**src/rtl/dfa_seq_pkg.sv**
```systemverilog
// Shared types and constants for the sequenced trigger controller.
// Field selects address one column of the stage table.
package dfa_seq_pkg;

   typedef enum logic [1:0] {
      IDLE,
      ARMED,
      HOLD
   } state_t;

   localparam logic [1:0] FLD_MASK = 2'b00;
   localparam logic [1:0] FLD_PAT  = 2'b01;
   localparam logic [1:0] FLD_WIN  = 2'b10;
   localparam logic [1:0] FLD_LAST = 2'b11;

   localparam int DEF_DATA_W = 32;
   localparam int DEF_WIN_W  = 16;

endpackage

```
**src/rtl/dfa_stage_table.sv**
```systemverilog
// Mask/pattern/window/last register file for the trigger stages.
// One gated write port, combinational read of the selected stage.
module dfa_stage_table
   import dfa_seq_pkg::*;
#(
   parameter int NUM_STAGES = 4,
   parameter int DATA_W     = DEF_DATA_W,
   parameter int WIN_W      = DEF_WIN_W,
   parameter int SEL_W      = $clog2(NUM_STAGES)
) (
   input  logic              clk,
   input  logic              rst,
   input  logic              wr_en,
   input  logic [SEL_W+1:0]  wr_addr,
   input  logic [0:DATA_W-1] wr_data,
   input  logic [SEL_W-1:0]  rd_sel,
   output logic [0:DATA_W-1] rd_mask,
   output logic [0:DATA_W-1] rd_pat,
   output logic [WIN_W-1:0]  rd_win,
   output logic              rd_last
);

   logic [0:DATA_W-1] mask_q [NUM_STAGES];
   logic [0:DATA_W-1] pat_q  [NUM_STAGES];
   logic [WIN_W-1:0]  win_q  [NUM_STAGES];
   logic              last_q [NUM_STAGES];

   logic [SEL_W-1:0] wr_idx;
   logic [1:0]       wr_fld;

   assign wr_idx = wr_addr[SEL_W+1:2];
   assign wr_fld = wr_addr[1:0];

   // Bit DATA_W-1 is the least significant bit in MSB-first numbering
   always_ff @(posedge clk or posedge rst) begin
      if (rst) begin
         for (int i = 0; i < NUM_STAGES; i++) begin
            mask_q[i] <= '0;
            pat_q[i]  <= '0;
            win_q[i]  <= '0;
            last_q[i] <= 1'b0;
         end
      end else if (wr_en) begin
         unique case (wr_fld)
            FLD_MASK: mask_q[wr_idx] <= wr_data;
            FLD_PAT:  pat_q[wr_idx]  <= wr_data;
            FLD_WIN:  win_q[wr_idx]  <= wr_data[DATA_W-WIN_W +: WIN_W];
            FLD_LAST: last_q[wr_idx] <= wr_data[DATA_W-1];
         endcase
      end
   end

   assign rd_mask = mask_q[rd_sel];
   assign rd_pat  = pat_q[rd_sel];
   assign rd_win  = win_q[rd_sel];
   assign rd_last = last_q[rd_sel];

endmodule

```
**src/rtl/dfa_trigger_sequencer.sv**
```systemverilog
// Sequenced multi-stage trigger: each stage must match within its
// window; the end stage fires TRIGGER, expiry fires TIMEOUT.
module dfa_trigger_sequencer
   import dfa_seq_pkg::*;
#(
   parameter int NUM_STAGES = 4,
   parameter int DATA_W     = DEF_DATA_W,
   parameter int WIN_W      = DEF_WIN_W,
   parameter int SEL_W      = $clog2(NUM_STAGES)
) (
   input  logic              CLK,
   input  logic              RST,
   input  logic              START,
   input  logic              ABORT,
   input  logic [0:DATA_W-1] DATA,
   input  logic              CFG_WE,
   input  logic [SEL_W+1:0]  CFG_ADDR,
   input  logic [0:DATA_W-1] CFG_WDATA,
   output logic              TRIGGER,
   output logic              TIMEOUT,
   output logic              BUSY,
   output logic [SEL_W-1:0]  STAGE,
   output logic              CFG_ERR
);

   state_t            state;
   logic [WIN_W-1:0]  cnt;
   logic [WIN_W-1:0]  cnt_inc;
   logic [0:DATA_W-1] t_mask;
   logic [0:DATA_W-1] t_pat;
   logic [WIN_W-1:0]  t_win;
   logic              t_last;
   logic              wr_en;
   logic              hit;
   logic              is_end;
   logic              expire;

   // Table is frozen outside IDLE so a run never sees a mid-run edit
   assign wr_en = CFG_WE && (state == IDLE);

   dfa_stage_table #(
      .NUM_STAGES(NUM_STAGES),
      .DATA_W    (DATA_W),
      .WIN_W     (WIN_W),
      .SEL_W     (SEL_W)
   ) u_table (
      .clk    (CLK),
      .rst    (RST),
      .wr_en  (wr_en),
      .wr_addr(CFG_ADDR),
      .wr_data(CFG_WDATA),
      .rd_sel (STAGE),
      .rd_mask(t_mask),
      .rd_pat (t_pat),
      .rd_win (t_win),
      .rd_last(t_last)
   );

   assign hit     = ((DATA & t_mask) == (t_pat & t_mask));
   assign is_end  = t_last || (STAGE == SEL_W'(NUM_STAGES - 1));
   assign cnt_inc = (cnt == '1) ? cnt : cnt + 1'b1;
   assign expire  = (t_win != '0) && (cnt_inc == t_win);

   always_ff @(posedge CLK or posedge RST) begin
      if (RST) begin
         state   <= IDLE;
         cnt     <= '0;
         STAGE   <= '0;
         TRIGGER <= 1'b0;
         TIMEOUT <= 1'b0;
         BUSY    <= 1'b0;
         CFG_ERR <= 1'b0;
      end else begin
         TRIGGER <= 1'b0;
         TIMEOUT <= 1'b0;
         CFG_ERR <= CFG_WE && (state != IDLE);
         unique case (state)
            IDLE: begin
               if (START) begin
                  state <= ARMED;
                  STAGE <= '0;
                  cnt   <= '0;
                  BUSY  <= 1'b1;
               end
            end
            ARMED: begin
               if (ABORT) begin
                  state <= IDLE;
                  STAGE <= '0;
                  cnt   <= '0;
                  BUSY  <= 1'b0;
               end else if (hit && is_end) begin
                  state   <= HOLD;
                  TRIGGER <= 1'b1;
                  BUSY    <= 1'b0;
               end else if (hit) begin
                  STAGE <= STAGE + 1'b1;
                  cnt   <= '0;
               end else begin
                  cnt <= cnt_inc;
                  if (expire) begin
                     state   <= HOLD;
                     TIMEOUT <= 1'b1;
                     BUSY    <= 1'b0;
                  end
               end
            end
            HOLD: begin
               if (ABORT) begin
                  state <= IDLE;
                  STAGE <= '0;
               end else if (!START) begin
                  state <= IDLE;
               end
            end
            default: begin
               state <= IDLE;
               BUSY  <= 1'b0;
            end
         endcase
      end
   end

endmodule

```
**config.mk**
```make
export PLATFORM = sky130hd
export DESIGN_NAME = dfa_trigger_sequencer
export DESIGN_NICKNAME = d
export VERILOG_FILES = /design/src/rtl/dfa_seq_pkg.sv /design/src/rtl/dfa_stage_table.sv /design/src/rtl/dfa_trigger_sequencer.sv
export SDC_FILE = /design/constraint.sdc
export NUM_CORES = 1
export LEC_CHECK = 0
export CORE_MARGIN = 2
export CORE_UTILIZATION = 35
export DETAILED_ROUTE_END_ITERATION = 12
export GPL_ROUTABILITY_DRIVEN = 0
export GPL_TIMING_DRIVEN = 0
export PLACE_DENSITY_LB_ADDON = 0.3
export SYNTH_ARGS = -nofsm -noshare
export SYNTH_HDL_FRONTEND = slang
export SYNTH_SLANG_ARGS = --single-unit
```
**constraint.sdc**
```tcl
create_clock -name CLK -period 14.75 [get_ports CLK]
set_clock_uncertainty 0.1 [all_clocks]
set_input_delay 2.95 -clock CLK [delete_from_list [all_inputs] [get_ports CLK]]
set_output_delay 2.95 -clock CLK [all_outputs]
set_load 0.02 [all_outputs]
```
==> impl_metrics.ini <==
[cts]
clk_pin_slew_ps = 60
cts_resized = 0
cts_max_level = 2
cts-buffers-inserted = 39
clock-root-buffer = clkbuf_16
cts_setup_buffers = 0
hold_buffers = 0
cts.sinks = 348
cts_buffer_depth = 3
cts_tree = yes
clock_latency_ps = 540

[route]
drtIter0Drc = 857
post_drt_via_cell_ratio = 5.30
drtAntennaViolNets = 0
route.met3.wl_um = 1520
top_layer = met4
wl_met1_um = 21100
drc_errors = 0
met2_length_um = 21800
via_count = 10446
wl_per_cell_um = 23.1
dr.pass1.iters = 5
totalWireLength_um = 45600

[cells_and_area]
fin_area_um2 = 19200
fin_util_pct = 41.5
multi_input_area_um2 = 7290
area_growth_pct = 17.6
nNetsFinal = 1409
n_antenna_cell = 0
layout_commonest_cell = dfrtp_1
instances_no_fill = 1970
fillerInstances = 4323
final_layout_size_suffix_gt1_share_pct = 32.3
seqCellArea_um2 = 8710
final_cell_mix = 348 x dfrtp_1, 319 x mux2_2, 130 x xor2_1

[timing]
slew_viol_final = 0
finalCriticalPeriod_ps = 5990
final.period_utilization_pct = 40.6
setup_slack_ps = 8760
worst_pin_slew_ps = 1260
rsz0062_at_grt = false
finalSetupViolations = 0
final-hold-violation-count = 0
slew_headroom_pct = 15.6
fmaxAchievable_ghz = 0.167

[power_and_ir_drop]
leakage_uw = 0.00854
powerDensity_nw_per_um2 = 186
switchingPower_uw = 1090
swShare_pct = 30.6
ir_worst_vdd_mv = 0.0963
seqPwrFrac_pct = 44.8
internal-power_uw = 2480
combPwrFrac_pct = 27.8
pwr-share-clk_pct = 27.4

[worst_hold_path]
worstHoldPathType = flop to flop

[run_status]
status = complete, no violations

[setup_path]
startpoint_type = input port
worstPathArrival_ps = 6280
crit_fanout = 10
crit_required_ps = 15040
criticalPathCategory = input port to flop
setup.worst_path.end_class = flop

[global_route]
grt_pass1_vias = 10787
grt_overflow = 0
grt_pass1_wl_um = 69400
grt.total_usage_pct = 19.2
grt_max_degree = 129
antenna_found_initial = 0

[floorplanning]
ioPinCount = 79
placementRows = 79
die_w_um = 220
die_area_um2 = 48500
start_util_pct = 35.3
core_um2 = 46400
die_y_um = 220

[synth]
synth_ff_type = dfrtp_1
avgSynthCellArea_um2 = 13.5
synth_edf_count = 0
syn_nets = 1289
yosys_warnings = 0
synth_cells = 1214
syn-cell-area_um2 = 16400
ys_seq_area_share_pct = 53.2
yosysUniqueCellTypes = 71
ys_seq_elements = 348
async_flop_share_pct = 100

[run]
maxCapViolCount = 0

[placement]
dpl_cell_area_um2 = 18000
placed_cells = 1900
portBuffers = 76
place_ws_ps = 8250
dp.final_hpwl_um = 32300
-- layout make-up --
cell class / count / area share, %
Multi-Input combinational cell: 786 / 37.9
Inverter: 17 / 0.371
Sequential cell: 348 / 45.3
Buffer: 63 / 1.51
Tap cell: 607 / 3.95
Clock inverter: 22 / 1.25
Clock buffer: 48 / 5.35
Timing Repair Buffer: 79 / 4.38
-- through the flow --
stage / hold slack, ps / total power, uW / TNS [ps]
after floorplan: 357 / 2290 / 0
final: 399 / 3570 / 0
after global placement: 371 / 2570 / -872000
after CTS: 399 / 3600 / 0
after detailed placement: 385 / 2610 / 0
after global routing: 419 / 3780 / 0
-- cell usage after synthesis (4+ instances only) --
cell / number / area [um2]
inv_1: 16 / 60.1
dfrtp_1: 348 / 8710
mux2_1: 5 / 56.3
xnor2_1: 16 / 140
nand4b_1: 4 / 35.0
a21o_1: 7 / 52.6
xor2_1: 130 / 1140
o21ai_0: 14 / 70.1
nor2_1: 28 / 105
buf_1: 11 / 41.3
mux2_2: 319 / 3590
mux4_2: 12 / 270
a221oi_1: 6 / 52.6
nand2b_1: 4 / 25.0
a2bb2oi_1: 5 / 43.8
mux4_1: 5 / 131
a222oi_1: 6 / 60.1
nor4_1: 7 / 43.8
nand4_1: 15 / 93.8
or3_1: 5 / 31.3
a21oi_1: 15 / 75.1
and2_1: 4 / 25.0
a22oi_1: 41 / 308
o22ai_1: 5 / 31.3
and4_1: 4 / 35.0
nor2b_1: 6 / 37.5
or4_1: 4 / 30.0
mux2i_1: 4 / 40.0
nor3_1: 16 / 80.1
clkbuf_1: 28 / 105
nand3_1: 16 / 80.1
nand2_1: 32 / 120
buf_2: 21 / 105
a22o_1: 4 / 35.0
-- registers in the layout, indices dropped and copies added (netlist names) --
signal and flops:
BUSY 1, CFG_ERR 1, STAGE 2, TIMEOUT 1, TRIGGER 1, cnt 16
state 2, u_table.last_q 4, u_table.mask_q 128, u_table.pat_q 128, u_table.win_q 64
-- layer usage --
layer / up-vias / track usage (%)
met3: 67 / 2.34
met2: 208 / 31.9
met1: 5495 / 26.5
met5: - / 0
met4: 0 / 5.35
li1: 4676 / -
-- path summary, 6_finish.rpt --
path / from / end / slack [ps] / depth (start not counted)
worst max register to register: STAGE[0] / cnt[14] / 10980 / 11
max in group asynchronous: RST / u_table.pat_q[126] / 10630 / 4
worst max-delay path: DATA[7] / cnt[14] / 8760 / 10
worst min register to register: u_table.mask_q[97] / u_table.mask_q[97] / 400 / 1
min in group asynchronous: RST / state[1] / 2670 / 2
worst min-delay path: u_table.mask_q[97] / u_table.mask_q[97] / 400 / 1
-- logic make-up (layout without fill, tap and decap cells) --
family | Yosys count | in the layout | share of synthesized area (%)
DFF | 348 | 348 | 53.2
muxes | 345 | 345 | 25.0
and+or+nand+nor | 161 | 161 | 5.58
xor gates and xnor gates | 148 | 148 | 8.02
AOI/OAI and AO/OA | 130 | 130 | 5.84
buffers and inverters | 80 | 229 | 2.16
adders and majority gates | 2 | 2 | 0.153
-- power groups by stage --
stage	combinational (uW)	sequential (uW)	clock [uW]
final	993	1600	978
after global routing	1090	1650	1040
after CTS	1010	1590	998
after detailed placement	1000	1610	0
after global placement	976	1600	0
after floorplan	740	1550	0
-- worst max-delay path, cell delays in order --
cell	delay, ps
clkdlybuf4s50_1	660
xor2_1	270
a22o_1	270
a221oi_1	90
and4_1	220
a41oi_1	460
o21ai_2	230
a21boi_1	610
buf_2	390
o22ai_1	130
Note: power is estimated with default switching activity, not from simulation.
